==> src/rtl/systolic_mac_array.sv <==
// N x N output-stationary systolic matrix engine over four semirings.
// Operands stream one A column / B row per beat; C drains one row per beat.
module systolic_mac_array #(
   parameter int N     = 4,
   parameter int W     = 4,
   parameter int ACC_W = 8
) (
   input  logic               clk,
   input  logic               rst_n,
   input  logic               start,
   input  logic [1:0]         mode,
   input  logic               in_valid,
   output logic               in_ready,
   input  logic               in_last,
   input  logic [N*W-1:0]     in_a,
   input  logic [N*W-1:0]     in_b,
   output logic               out_valid,
   input  logic               out_ready,
   output logic [N*ACC_W-1:0] out_data,
   output logic               out_last,
   output logic               busy
);

   typedef enum logic [2:0] {
      IDLE,
      CLEAR,
      LOAD,
      FLUSH,
      DRAIN
   } state_t;

   localparam int FW = $clog2(2 * N);
   localparam int RW = $clog2(N);

   state_t          state;
   logic [1:0]      mode_q;
   logic [FW-1:0]   flush_cnt;
   logic [RW-1:0]   row;
   logic [RW-1:0]   row_sel;
   logic [N*ACC_W-1:0] row_data;
   logic            take;

   logic [W-1:0]     a_dl   [N][N-1];
   logic [W-1:0]     b_dl   [N][N-1];
   logic             v_dl   [N-1];
   logic [W-1:0]     a_reg  [N][N-1];
   logic             t_reg  [N][N-1];
   logic [W-1:0]     b_reg  [N-1][N];
   logic [W-1:0]     a_pipe [N][N];
   logic [W-1:0]     b_pipe [N][N];
   logic             t_pipe [N][N];
   logic [ACC_W-1:0] acc    [N][N];

   assign take = in_valid && in_ready;

   function automatic logic [ACC_W-1:0] cell_op(
      input logic [1:0]       m,
      input logic [ACC_W-1:0] acc_v,
      input logic [W-1:0]     a,
      input logic [W-1:0]     b
   );
      logic [ACC_W-1:0] ae;
      logic [ACC_W-1:0] be;
      logic [ACC_W-1:0] ab;
      logic [ACC_W-1:0] prod;
      logic [ACC_W-1:0] s;
      logic [ACC_W:0]   sum;
      logic [ACC_W-1:0] r;
      ae   = ACC_W'(a);
      be   = ACC_W'(b);
      ab   = ACC_W'(a & b);
      prod = ae * be;
      sum  = {1'b0, acc_v} + {1'b0, prod};
      s    = ae + be;
      unique case (m)
         2'b00:   r = acc_v | ab;
         2'b01:   r = acc_v ^ ab;
         2'b10:   r = sum[ACC_W] ? '1 : sum[ACC_W-1:0];
         default: r = (s > acc_v) ? s : acc_v;
      endcase
      return r;
   endfunction

   // Operand entering cell (i,j): skewed lane at the edge, neighbour reg inside.
   always_comb begin
      a_pipe[0][0] = in_a[W-1:0];
      t_pipe[0][0] = take;
      b_pipe[0][0] = in_b[W-1:0];
      for (int i = 1; i < N; i++) begin
         a_pipe[i][0] = a_dl[i][i-1];
         t_pipe[i][0] = v_dl[i-1];
         b_pipe[0][i] = b_dl[i][i-1];
      end
      for (int i = 0; i < N; i++) begin
         for (int j = 1; j < N; j++) begin
            a_pipe[i][j] = a_reg[i][j-1];
            t_pipe[i][j] = t_reg[i][j-1];
         end
      end
      for (int i = 1; i < N; i++) begin
         for (int j = 0; j < N; j++) begin
            b_pipe[i][j] = b_reg[i-1][j];
         end
      end
   end

   always_comb begin
      row_sel  = (state == DRAIN) ? RW'(row + 1'b1) : '0;
      row_data = '0;
      for (int r = 0; r < N; r++) begin
         for (int j = 0; j < N; j++) begin
            if (RW'(r) == row_sel) begin
               row_data[j*ACC_W +: ACC_W] = acc[r][j];
            end
         end
      end
   end

   always_ff @(posedge clk or negedge rst_n) begin
      if (!rst_n) begin
         for (int i = 0; i < N; i++) begin
            for (int d = 0; d < N - 1; d++) begin
               a_dl[i][d]  <= '0;
               b_dl[i][d]  <= '0;
               a_reg[i][d] <= '0;
               t_reg[i][d] <= 1'b0;
               b_reg[d][i] <= '0;
            end
            for (int j = 0; j < N; j++) begin
               acc[i][j] <= '0;
            end
         end
         for (int d = 0; d < N - 1; d++) begin
            v_dl[d] <= 1'b0;
         end
      end else begin
         v_dl[0] <= take;
         for (int d = 1; d < N - 1; d++) begin
            v_dl[d] <= v_dl[d-1];
         end
         for (int i = 0; i < N; i++) begin
            a_dl[i][0] <= in_a[i*W +: W];
            b_dl[i][0] <= in_b[i*W +: W];
            for (int d = 1; d < N - 1; d++) begin
               a_dl[i][d] <= a_dl[i][d-1];
               b_dl[i][d] <= b_dl[i][d-1];
            end
         end
         for (int i = 0; i < N; i++) begin
            for (int j = 0; j < N; j++) begin
               if (j < N - 1) begin
                  a_reg[i][j] <= a_pipe[i][j];
                  t_reg[i][j] <= t_pipe[i][j];
               end
               if (i < N - 1) begin
                  b_reg[i][j] <= b_pipe[i][j];
               end
               if (state == CLEAR) begin
                  acc[i][j] <= '0;
               end else if (t_pipe[i][j]) begin
                  acc[i][j] <= cell_op(mode_q, acc[i][j],
                                       a_pipe[i][j], b_pipe[i][j]);
               end
            end
         end
      end
   end

   always_ff @(posedge clk or negedge rst_n) begin
      if (!rst_n) begin
         state     <= IDLE;
         mode_q    <= 2'b00;
         flush_cnt <= '0;
         row       <= '0;
         in_ready  <= 1'b0;
         out_valid <= 1'b0;
         out_last  <= 1'b0;
         out_data  <= '0;
         busy      <= 1'b0;
      end else begin
         unique case (state)
            IDLE: begin
               if (start) begin
                  mode_q <= mode;
                  busy   <= 1'b1;
                  state  <= CLEAR;
               end
            end
            CLEAR: begin
               in_ready <= 1'b1;
               state    <= LOAD;
            end
            LOAD: begin
               if (take && in_last) begin
                  in_ready  <= 1'b0;
                  flush_cnt <= '0;
                  state     <= FLUSH;
               end
            end
            FLUSH: begin
               // Last bubble reaches the far corner on the final flush edge.
               if (flush_cnt == FW'(2 * N - 2)) begin
                  row       <= '0;
                  out_valid <= 1'b1;
                  out_data  <= row_data;
                  out_last  <= 1'b0;
                  state     <= DRAIN;
               end else begin
                  flush_cnt <= flush_cnt + 1'b1;
               end
            end
            DRAIN: begin
               if (out_ready) begin
                  if (row == RW'(N - 1)) begin
                     row       <= '0;
                     out_valid <= 1'b0;
                     out_last  <= 1'b0;
                     out_data  <= '0;
                     busy      <= 1'b0;
                     state     <= IDLE;
                  end else begin
                     row      <= row + 1'b1;
                     out_data <= row_data;
                     out_last <= (row_sel == RW'(N - 1));
                  end
               end
            end
            default: state <= IDLE;
         endcase
      end
   end

endmodule
==> config.mk <==
export PLATFORM = sky130hd
export DESIGN_NAME = systolic_mac_array
export DESIGN_NICKNAME = d
export VERILOG_FILES = /design/src/rtl/systolic_mac_array.sv
export SDC_FILE = /design/constraint.sdc
export NUM_CORES = 1
export LEC_CHECK = 0
export ABC_AREA = 1
export CELL_PAD_IN_SITES_DETAIL_PLACEMENT = 0
export CELL_PAD_IN_SITES_GLOBAL_PLACEMENT = 2
export CORE_ASPECT_RATIO = 2
export CORE_UTILIZATION = 41
export CTS_BUF_LIST = sky130_fd_sc_hd__clkbuf_16
export CTS_CLUSTER_DIAMETER = 200
export DETAILED_ROUTE_END_ITERATION = 8
export GPL_TIMING_DRIVEN = 1
export PLACE_DENSITY = 0.87
export SYNTH_ARGS = -nofsm -noshare
export SYNTH_HDL_FRONTEND = slang
export SYNTH_SLANG_ARGS = --single-unit
==> constraint.sdc <==
create_clock -name clk -period 5.18 [get_ports clk]
set_clock_uncertainty 0.2 [all_clocks]
set_input_delay 0.777 -clock clk [delete_from_list [all_inputs] [get_ports clk]]
set_output_delay 0.777 -clock clk [all_outputs]
set_load 0.01 [all_outputs]
==> impl_results.md <==
* Total clock buffers created by CTS at 37
* Hpwl dp at 85,400 µm
* Clock slew at reported path FFs at 70 ps
* CP peak stage delay at 620 ps
* DR WL/cell at 20.3 µm
* Synthesis-stage register bit count at 324
* Fmax at 237 MHz
* Std cell rows at 142
* Post-DR vias/cell at 5.09
* Synth Net Count at 4,826
* Largest net degree at the start of global routing at 125
* H-tree Lvls at 2
* Synth Warn # at 0
* Max_cap viols at 0
* Worst-Skew Late Latency at 580 ps
* Total die area at 77,100 µm²
* Vias in the first global route at 27,900
* Leak at 19.9 nW
* HP Class: flip-flop to flip-flop
* Post-synthesis instance area at 31,100 µm²
* Drt total wl at 106,000 µm
* Reg2Reg Setup Slack at 1030 ps
* Status: finished clean
* Clock sinks at 324
* Port bufs at 75
* Routed Antenna Nets at 0
* CP max-delay cell: clkdlybuf4s50_1
* Critical Path Fanout Max at 8
* Postcts setup bufs at 0
* Setup_tns at 0 ps
* Layout Nets at 4,891
* Initial Utilization at 41.5%
* Clock buffer depth at 3
* Startpoint Class: input port
* DIE HEIGHT at 392 µm
* Routability cong. at 0.911
* I/O Pins at 76
* Post-Synthesis Cells at 4,139
* Most repeated library cell on the critical path: nand2_1
* Vias at 26,700
* Final worst path period share at 81.3%
* Final Max Tran Viols at 0
* CP cell instances: clkdlybuf4s50_1, nand2_1, fa_1, fa_1, fa_1, inv_1, ha_1, a21oi_1, nand2_1, nand2_1, nand3_1, nand3_1, nand2_1, nand2_1, nand3_1, nand2_1
* Die Wd at 197 µm
* Crit path time final at 4210 ps
* Drt initial violations at 1,151
* Global-route wire length before repair at 162,000 µm
* Area growth from synthesis to final layout at 9.90%
* Critical Path RT at 5480 ps
* Setup-failing EPs final at 0
* CTS root buf: clkbuf_16
* Hold Fails Final Rpt at 0
* Hold path start: a_dl[20]
* RSZ-0062 raised after global routing: no
* DRC violations left at 0
* Measured slew at the worst slew-check pin at 960 ps
* Cell area power density at 494 nW/µm²
* Total gr overflow at 0
* R2r worst-path depth at 17
* Fraction of layout cells with a size suffix above 1 at 3.33%
* Total power at 16.9 mW
* Synth cell types at 49
* Hold Path End: a_dl[16]
* Final Core Density at 45.6%
* CTS tree: yes
* Worst Path Arrival at 4510 ps
* Register area share after synthesis at 26.0%
* R2r endpoint: acc[58]
* First-pass DRT Iterations at 5
* Crit Path Class: input port to flip-flop
* GRT Util Overall at 28.3%
* Max_slew headroom at 35.9%
* Hold Path Stages at 0
* Synthesized area per cell at 7.52 µm²
* Core footprint at 75,000 µm²
* Initial antenna violation count at 0
* RR Startpoint: a_dl[17]
* Nature of the critical path endpoint: flip-flop
* Maximum vdd ir drop at 0.000315 V
kinds of logic after synthesis:
group	synth area share, %
and+or+nand+nor	24.5
xor gates and xnor gates	2.02
adders and majority gates	29.9
AOI/OAI and AO/OA	7.22
DFF	26.0
buffers and inverters	10.4
how the worst max path moves through the flow:
stage,to,cells after the start,from,slack [ps]
final,acc[124],16,in_b[1],970
after global routing,acc[122],16,in_b[1],730
after CTS,acc[124],16,in_b[1],980
after detailed placement,acc[122],16,in_b[1],390
after global placement,acc[124],16,in_b[1],420
after floorplan,acc[124],16,in_b[1],1380
report_power, final:
part           internal (mW)  switching (mW)  leakage (nW)
Clock                   1.53            1.28         0.592
Combinational           3.55            6.62          15.3
Sequential              3.12           0.810          4.05
Total                   8.21            8.71          19.9
state kept, by name, indices dropped and copies added (netlist names):
signal,flops
a_dl,24
a_pipe,48
acc,128
b_dl,24
b_pipe,48
busy,1
flush_cnt,3
in_ready,1
mode_q,2
out_data,32
out_last,1
out_valid,1
row,2
state,3
t_pipe,6
Yosys cell counts, drive strengths merged:
cell / number / area (µm²)
a21o: 4 / 30.0
a21oi: 163 / 835
a22oi: 2 / 15.0
a31oi: 3 / 18.8
buf: 36 / 244
clkbuf: 32 / 123
clkinv: 2 / 7.51
dfrtp: 324 / 8110
fa: 160 / 3200
ha: 487 / 6090
inv: 760 / 2870
nand2: 1359 / 5130
nand3: 199 / 1050
nand3b: 23 / 173
nand4: 34 / 213
nor2: 201 / 836
nor3: 22 / 110
o2111ai: 5 / 43.8
o211ai: 5 / 42.5
o21a: 12 / 90.1
o21ai: 185 / 926
o21bai: 4 / 30.0
o221ai: 12 / 111
o22ai: 15 / 100
o31ai: 1 / 7.51
or2: 17 / 106
xnor2: 32 / 280
xor2: 40 / 350
repair_timing:
item | 4_1_cts | 5_1_grt
hold buffers | 1 | 0
endpoints found under the hold margin | 51 | 0
resized for setup | 0 | 0
cells in the final DEF (no fill, tap or decap), types with 14 or more instances in the layout:
cell type / count
o22ai_1: 14
ha_1: 485
nand3b_1: 23
or2_2: 14
buf_4: 15
nand2_1: 1352
xor2_1: 40
clkbuf_16: 37
a21oi_1: 158
xnor2_1: 32
nor2_1: 191
fa_1: 160
nor3_1: 22
dfrtp_1: 324
o21ai_1: 15
inv_1: 753
nand4_1: 34
o21ai_0: 170
clkdlybuf4s50_1: 74
nand3_1: 190
critical path: cells and delay by family:
family,cells,cell delay [ps]
fa+ha+maj,4,1810
simple gates,9,1050
buf+inv,2,670
compound gates,1,200
per-layer routing:
metal	routed length, µm	track usage [%]	share of wire [%]
met1	35500	26.2	33
met2	60000	57.2	56
met3	2860	2.36	2.7
met4	8110	19.4	7.6
met5	0	0	0
layout make-up:
cell class | instances | area [µm²]
diodes | 1 | 2.50
clock buffers | 37 | 926
clock inverters | 29 | 293
fillers | 7868 | 40800
inverters | 762 | 2880
multi-input cells | 2985 | 19800
flip-flops and latches | 324 | 8110
well taps | 1008 | 1260
repair buffers | 94 | 938
stage by stage:
stage,instances,setup WS [ps],hold WS [ps],cell area [µm²]
6_report,5240,969,144,34200
5_1_grt,5239,733,144,34200
4_1_cts,5239,982,149,34200
3_5_place_dp,5172,385,135,33000
3_3_place_gp,5172,420,133,33000
2_1_floorplan,4139,1380,131,31100
No activity file was read; power rests on OpenSTA's default activity.
